<file path="src/rtl/cmp_pkg.sv">
// Shared mode encodings and the result payload for the pipelined comparator.
package cmp_pkg;

  localparam logic [1:0] MODE_UNS = 2'b00;
  localparam logic [1:0] MODE_TC  = 2'b01;
  localparam logic [1:0] MODE_SM  = 2'b10;
  localparam logic [1:0] MODE_RSV = 2'b11;

  typedef struct packed {
    logic ageb;
    logic aeqb;
    logic agtb;
    logic mode_err;
  } cmp_res_t;

endpackage

</file>
<file path="src/rtl/cmp_norm.sv">
// Maps a WIDTH-bit operand in the selected format onto a common (WIDTH+1)-bit
// two's-complement value so one signed compare covers every format.
module cmp_norm
  import cmp_pkg::*;
#(
  parameter int unsigned WIDTH = 8
) (
  input  logic [WIDTH-1:0] data_i,
  input  logic [1:0]       mode_i,
  output logic [WIDTH:0]   norm_o
);

  localparam int unsigned NW = WIDTH + 1;

  logic [NW-1:0] mag_c;

  // Sign-magnitude negative zero naturally lands on 0 because -0 == 0.
  always_comb begin
    mag_c  = {2'b00, data_i[WIDTH-2:0]};
    norm_o = {1'b0, data_i};
    case (mode_i)
      MODE_TC: norm_o = {data_i[WIDTH-1], data_i};
      MODE_SM: norm_o = data_i[WIDTH-1] ? NW'(-mag_c) : mag_c;
      default: norm_o = {1'b0, data_i};
    endcase
  end

endmodule

</file>
<file path="src/rtl/cmp_pipe_sm.sv">
// Two-stage valid/ready comparator: stage 1 normalises, stage 2 compares.
// Optional retire statistics are built only when CMP_PIPE_STAT_EN is defined.
module cmp_pipe_sm
  import cmp_pkg::*;
#(
  parameter int unsigned WIDTH  = 8,
  parameter int unsigned STAT_W = 16
) (
  input  logic              CLK,
  input  logic              RST_N,
  input  logic [WIDTH-1:0]  DataA,
  input  logic [WIDTH-1:0]  DataB,
  input  logic [1:0]        Mode,
  input  logic              InValid,
  output logic              InReady,
  output logic              OutValid,
  input  logic              OutReady,
  output logic              AGEB,
  output logic              AEQB,
  output logic              AGTB,
  output logic              ModeErr,
  input  logic              StatClr,
  output logic [STAT_W-1:0] GeCount,
  output logic [STAT_W-1:0] TotCount
);

  localparam int unsigned NW = WIDTH + 1;

  logic [NW-1:0] na_c, nb_c;
  logic [NW-1:0] na_q, na_d, nb_q, nb_d;
  logic          s1_v_q, s1_v_d, err1_q, err1_d;
  logic          s2_v_q, s2_v_d;
  cmp_res_t      res_q, res_d;
  logic          s2_adv_c, s1_adv_c, in_xfer_c;

  cmp_norm #(.WIDTH(WIDTH)) u_norm_a (.data_i(DataA), .mode_i(Mode), .norm_o(na_c));
  cmp_norm #(.WIDTH(WIDTH)) u_norm_b (.data_i(DataB), .mode_i(Mode), .norm_o(nb_c));

  assign s2_adv_c  = !s2_v_q || OutReady;
  assign s1_adv_c  = !s1_v_q || s2_adv_c;
  assign in_xfer_c = InValid && s1_adv_c;

  always_comb begin
    s1_v_d = s1_v_q;
    na_d   = na_q;
    nb_d   = nb_q;
    err1_d = err1_q;
    s2_v_d = s2_v_q;
    res_d  = res_q;
    if (s1_adv_c) s1_v_d = InValid;
    if (in_xfer_c) begin
      na_d   = na_c;
      nb_d   = nb_c;
      err1_d = (Mode == MODE_RSV);
    end
    // Result register only reloads with a real item so a held result stays put.
    if (s2_adv_c) begin
      s2_v_d = s1_v_q;
      if (s1_v_q) begin
        res_d.ageb     = ($signed(na_q) >= $signed(nb_q));
        res_d.aeqb     = (na_q == nb_q);
        res_d.agtb     = ($signed(na_q) > $signed(nb_q));
        res_d.mode_err = err1_q;
      end
    end
  end

  always_ff @(posedge CLK or negedge RST_N) begin
    if (!RST_N) begin
      s1_v_q <= 1'b0;
      na_q   <= '0;
      nb_q   <= '0;
      err1_q <= 1'b0;
      s2_v_q <= 1'b0;
      res_q  <= '0;
    end else begin
      s1_v_q <= s1_v_d;
      na_q   <= na_d;
      nb_q   <= nb_d;
      err1_q <= err1_d;
      s2_v_q <= s2_v_d;
      res_q  <= res_d;
    end
  end

  assign InReady  = s1_adv_c;
  assign OutValid = s2_v_q;
  assign AGEB     = res_q.ageb;
  assign AEQB     = res_q.aeqb;
  assign AGTB     = res_q.agtb;
  assign ModeErr  = res_q.mode_err;

`ifdef CMP_PIPE_STAT_EN
  logic [STAT_W-1:0] ge_q, tot_q;
  logic              out_xfer_c;

  assign out_xfer_c = s2_v_q && OutReady;

  // Saturating retire counters; a clear beats a same-cycle increment.
  always_ff @(posedge CLK or negedge RST_N) begin
    if (!RST_N) begin
      ge_q  <= '0;
      tot_q <= '0;
    end else if (StatClr) begin
      ge_q  <= '0;
      tot_q <= '0;
    end else if (out_xfer_c) begin
      if (tot_q != '1) tot_q <= tot_q + STAT_W'(1);
      if (res_q.ageb && (ge_q != '1)) ge_q <= ge_q + STAT_W'(1);
    end
  end

  assign GeCount  = ge_q;
  assign TotCount = tot_q;
`else
  logic unused_stat_clr;
  assign unused_stat_clr = StatClr;
  assign GeCount  = '0;
  assign TotCount = '0;
`endif

endmodule

</file>
<file path="config.mk">
export PLATFORM = sky130hd
export DESIGN_NAME = cmp_pipe_sm
export DESIGN_NICKNAME = d
export VERILOG_FILES = /design/src/rtl/cmp_pkg.sv /design/src/rtl/cmp_norm.sv /design/src/rtl/cmp_pipe_sm.sv
export SDC_FILE = /design/constraint.sdc
export NUM_CORES = 1
export LEC_CHECK = 0
export CAP_MARGIN = 20
export CORE_MARGIN = 2
export CORE_UTILIZATION = 51
export DETAILED_ROUTE_END_ITERATION = 8
export PLACE_DENSITY = 0.91
export SETUP_SLACK_MARGIN = 0.4
export SYNTH_ARGS = -nofsm -noshare
export SYNTH_HDL_FRONTEND = slang
export SYNTH_SLANG_ARGS = --single-unit
</file>
<file path="constraint.sdc">
create_clock -name CLK -period 3 [get_ports CLK]
set_input_delay 0.45 -clock CLK [delete_from_list [all_inputs] [get_ports CLK]]
set_output_delay 0.45 -clock CLK [all_outputs]
set_load 0.02 [all_outputs]
</file>
Word-level counts from Yosys, hierarchy flattened
Cells that the tools add are included.
Storage, ports and cells
  input bits: 23
  register bits after elaboration: 25
Cells by class
  reduce and logical (&&, ||, !) cells: 6
  muxes and demuxes: 4
  add/subtract/negate cells: 2
  eq/ne operators: 4
  order comparisons: 2
Operator list (count)
  one-hot mux 9 bit (2 select lines): 2
  two-way mux 9 bit: 2
  negator 7 -> 9 bit: 2
  == test 9 bit: 1
  >= comparator 9 bit: 1
  > comparator 9 bit: 1
  == test 2 bit (second input constant): 2
  == test 2 x 1 -> 1 bit (second input constant): 1
  zero test 1 bit: 2
  logical OR 1 bit: 2
  AND reduction 2 bit: 1
  logical AND 1 bit: 1

Longest topological paths before layout
  depth after elaboration: 4
  gate-level depth with buffers: 7
  gate-level depth less buffers: 6

Cells and area by module
Synthesis repeated with hierarchy kept, for this count alone.
Unflattened totals
  cells, all modules: 234
  area, all modules: 2180.8 µm²
Modules (own cells, without submodules)
  cmp_pipe_sm: sequential area each 625.6 µm², area each 1455.1 µm², cells an instance 134, instances 1
  cmp_norm: sequential area each 0.0 µm², area each 362.8 µm², cells an instance 50, instances 2

Least setup slack after synthesis
Ideal clock, no wire load.
  kind: register to register
  from: register na_q[4]
  to: register res_q (netlist bit AGTB)
  setup slack: 1.346 ns
  data required time: 2.865 ns
  buffers on the path: 0
  clock period less this slack: 1.654 ns
  stages on the path, launching flop included: 6
  arrival time: 1.519 ns
  cell sequence: dfrtp_1 ha_1 and4_1 and3_1 a2111oi_0 o31ai_1
On the way
  cells in the longest elaborated chain, start to end: 1
RTL lines
  start, declared: line cmp_pipe_sm.sv:30  | logic [NW-1:0] na_q, na_d, nb_q, nb_d;
  start signal, assigned: line cmp_pipe_sm.sv:78  | na_q <= na_d;
  > comparator 9 bit: line cmp_pipe_sm.sv:62  | res_d.agtb = ($signed(na_q) > $signed(nb_q));
  end signal, assigned: line cmp_pipe_sm.sv:82  | res_q <= res_d;
  end, declared: line cmp_pipe_sm.sv:33  | cmp_res_t res_q, res_d;
Every way passes these cells.
A chain may end at the register's enable or synchronous reset.

Worst setup path after layout
  from: input port Mode[0]
  to: register nb_q[2]
On the way
  cells in the longest elaborated chain, start to end: 2
  elaborated cells between the ends (all ways): 3
  classes of those cells: 2 x eq/ne; 1 x mux
RTL lines
  start, declared: line cmp_pipe_sm.sv:13  | input logic [1:0] Mode,
  == test 2 bit or == test 2 x 1 -> 1 bit (tied branches): line cmp_norm.sv:21  | case (mode_i)
  one-hot mux 9 bit (2 select lines) *: line cmp_norm.sv:21
  end signal, assigned: line cmp_pipe_sm.sv:79  | nb_q <= nb_d;
  end, declared: line cmp_pipe_sm.sv:30
Every way passes the cells marked *; elsewhere a longest branch is shown, timed or not.

==> metrics.txt <==
Top Ports 61; period utilization around 77%; maximum clock frequency 0.434 GHz; Required @ worst endpoint 3.14 ns; Least-Margin Pin Slew ~0.74 ns; row cnt 22; Die W approximately 67 um; Util after Layout between 50 and 60%; core area between 3000 and 4000 sq um; Async S/R FF share, synth between 90% and 100%; via/cell ratio around 5.4; global-route wire length before repair around 6700 um; Yosys warning count 0; Lkg Pwr between 0.001 and 0.0015 uW; cts bufs inserted 3; Hold-fix buffers, CTS 0; Main synth FF type dfrtp_1; Synth Cell Area around 2000 sq um; final setup vio count 0; Worst path top cell family by delay compound AO/OA/AOI/OAI gates; vias in the first global route roughly 1500; Initial Utilization a little over half; grt met1 use about a quarter; Die Ht ~67 um; status completed; Final Non-Filler Cells around 300; Detail Route Antenna Nets 0; Max stage delay on crit path 0.50 ns; placed insts 301; H-tree lvl count 1; syn avg cell area ~8.5 sq um; RSZ-0062 raised after global routing no; GR Layer Usage met3 under 10%; Netlist cell types 50; fin nets 295; Root Buffer clkbuf_8; Die ar. 4440 sq um; Remaining DRCs 0; largest net degree at the start of global routing 26; critical path data arrival time about 2.4 ns; worst setup path class input pin to flip-flop; setup bufs post-CTS 0; Port Buffers 27; grt total ovfl 0; pwr/cell area about 450 nW/um^2; flops & latches, synth 25; Syn Inst Count roughly 240; critical path cell sequence clkdlybuf4s50_1 > inv_1 > ha_1 > nand2b_1 > o21ai_0 > a211oi_1 > a21oi_1; final wirelength 4120 um; number of synthesized flops with an enable pin 0; area grow syn2layout 10.6%; PostCTS Resize Cnt 0; Area after DPL ~2200 sq um; Hold Path Class flip-flop to flip-flop; max cap viols 0; fill count roughly 330; Final Hold Vio Count 0; CTS Sinks 25; first-pass iteration count of the detailed router 6; setup slack after layout approximately 0.70 ns; CTS tree done; vias 1632; busiest grt layer met2; clock skew 0.00264 ns; Slowest-stage cell, CP clkdlybuf4s50_1; Skew-Pair Late Insertion Delay between 0.2 and 0.3 ns; grt met2 use roughly a third; Buf+Inv Stages, Crit Path 2; Place WS approximately 0.46 ns; post-layout min period around 2.3 ns; Worst-path clk slew roughly 0.09 ns; clk buf depth 2; initial antenna violation count 0; Final Max Tran Viols 0; final setup TNS 0 ns; final weighted congestion in routability-driven placement 0.801; post-layout instance area 2210 sq um; Critical Path Fanout Max 13; Worst setup EP type flip-flop; iteration-0 DRC count of the detailed router 104; placed wire-length estimate around 3200 um; Worst setup SP type input pin; Slew HR around half; Tot GR Track Use between 10% and 20%; WL/cell ~14 um; share of layout cells above drive strength 1 under 10%; ant diodes 0; Seq/Total Area, Yosys a little under a third; Max VDD drop 0.179 mV
[routing by layer]
metal  vias up  part of all wire [%]
met5         -                     0
met4         0                   1.1
met3         4                   5.6
met2        58                    52
met1       762                    42
li1        808                     -
[cell type report]
type / instances / area, sq um / area share (%)
multi-input cells: 180 / 1130 / 51.1
inverters: 20 / 75.1 / 3.39
repair buffers: 28 / 278 / 12.5
clock buffers: 4 / 45.0 / 2.03
well taps: 48 / 60.1 / 2.71
flip-flops and latches: 25 / 626 / 28.2
[report_power, final]
part	total (uW)	internal [uW]	switching (uW)
logic	374	152	221
clock network	206	95.3	111
registers	418	391	27.1
total	998	639	359
[layout by cell type (no fill, tap or decap), types with 5 or more instances in the layout]
cell type	count
conb_1	32
clkdlybuf4s50_1	27
dfrtp_1	25
nand2_1	23
inv_1	20
o21ai_0	15
ha_1	14
nor2_1	12
a21oi_1	11
a31oi_1	6
nand2b_1	5
[cells in the mapped netlist (3+ instances only)]
| cell | instances | area share (%) |
|---|---|---|
| and2_1 | 3 | 0.94 |
| dfrtp_1 | 25 | 31 |
| buf_4 | 33 | 12 |
| nor2b_1 | 3 | 0.94 |
| a21oi_1 | 11 | 2.7 |
| inv_1 | 20 | 3.7 |
| nor3_1 | 4 | 1.0 |
| a22oi_1 | 3 | 1.1 |
| buf_2 | 7 | 1.7 |
| o31a_1 | 3 | 1.3 |
| nor2_1 | 12 | 2.2 |
| nand2b_1 | 5 | 1.6 |
| nand3b_1 | 3 | 1.1 |
| a31oi_1 | 6 | 1.9 |
| nand2_1 | 23 | 4.3 |
| ha_1 | 14 | 8.8 |
| a211oi_1 | 4 | 1.5 |
| o21ai_0 | 15 | 3.7 |
[logic make-up (layout without fill, tap and decap cells)]
group	after synthesis	count (layout)	synth area share [%]
and+or+nand+nor	70	70	18.7
adders and majority gates	14	14	8.75
other	1	32	0.187
muxes	1	1	0.500
DFF	25	25	31.3
AOI/OAI and AO/OA	63	63	22.6
buffers and inverters	61	52	18.1
[worst reg2reg max path, cell delays in order, from the launching register on]
cell       delay, ns
dfrtp_1         0.37
inv_1           0.09
ha_1            0.26
and4_1          0.23
and3_1          0.20
a2111oi_0       0.45
o31ai_1         0.14
[through the flow]
stage / hold WS (ns) / power (uW)
2_1_floorplan: 0.154 / 699
3_3_place_gp: 0.457 / 780
3_5_place_dp: 0.472 / 798
4_1_cts: 0.493 / 1000
5_1_grt: 0.530 / 1060
6_report: 0.482 / 998
[registers in the layout (all words and copies together), names as in the netlist]
signal,flops
nb_q,9
AGEB,1
na_q,9
ModeErr,1
OutValid,1
s1_v_q,1
AEQB,1
AGTB,1
err1_q,1
[path summary, 6_finish.rpt]
| check | startpoint | endpoint | slack (ns) | cells past startpoint |
|---|---|---|---|---|
| max | Mode[0] | nb_q[2] | 0.70 | 7 |
| min in group asynchronous | RST_N | na_q[2] | 0.54 | 2 |
| min reg2reg | ModeErr | ModeErr | 0.48 | 2 |
| max reg2reg | nb_q[4] | AGTB | 1.13 | 6 |
| min | ModeErr | ModeErr | 0.48 | 2 |
| max in group asynchronous | RST_N | nb_q[5] | 2.21 | 2 |
No activity file was read; power rests on OpenSTA's default activity.
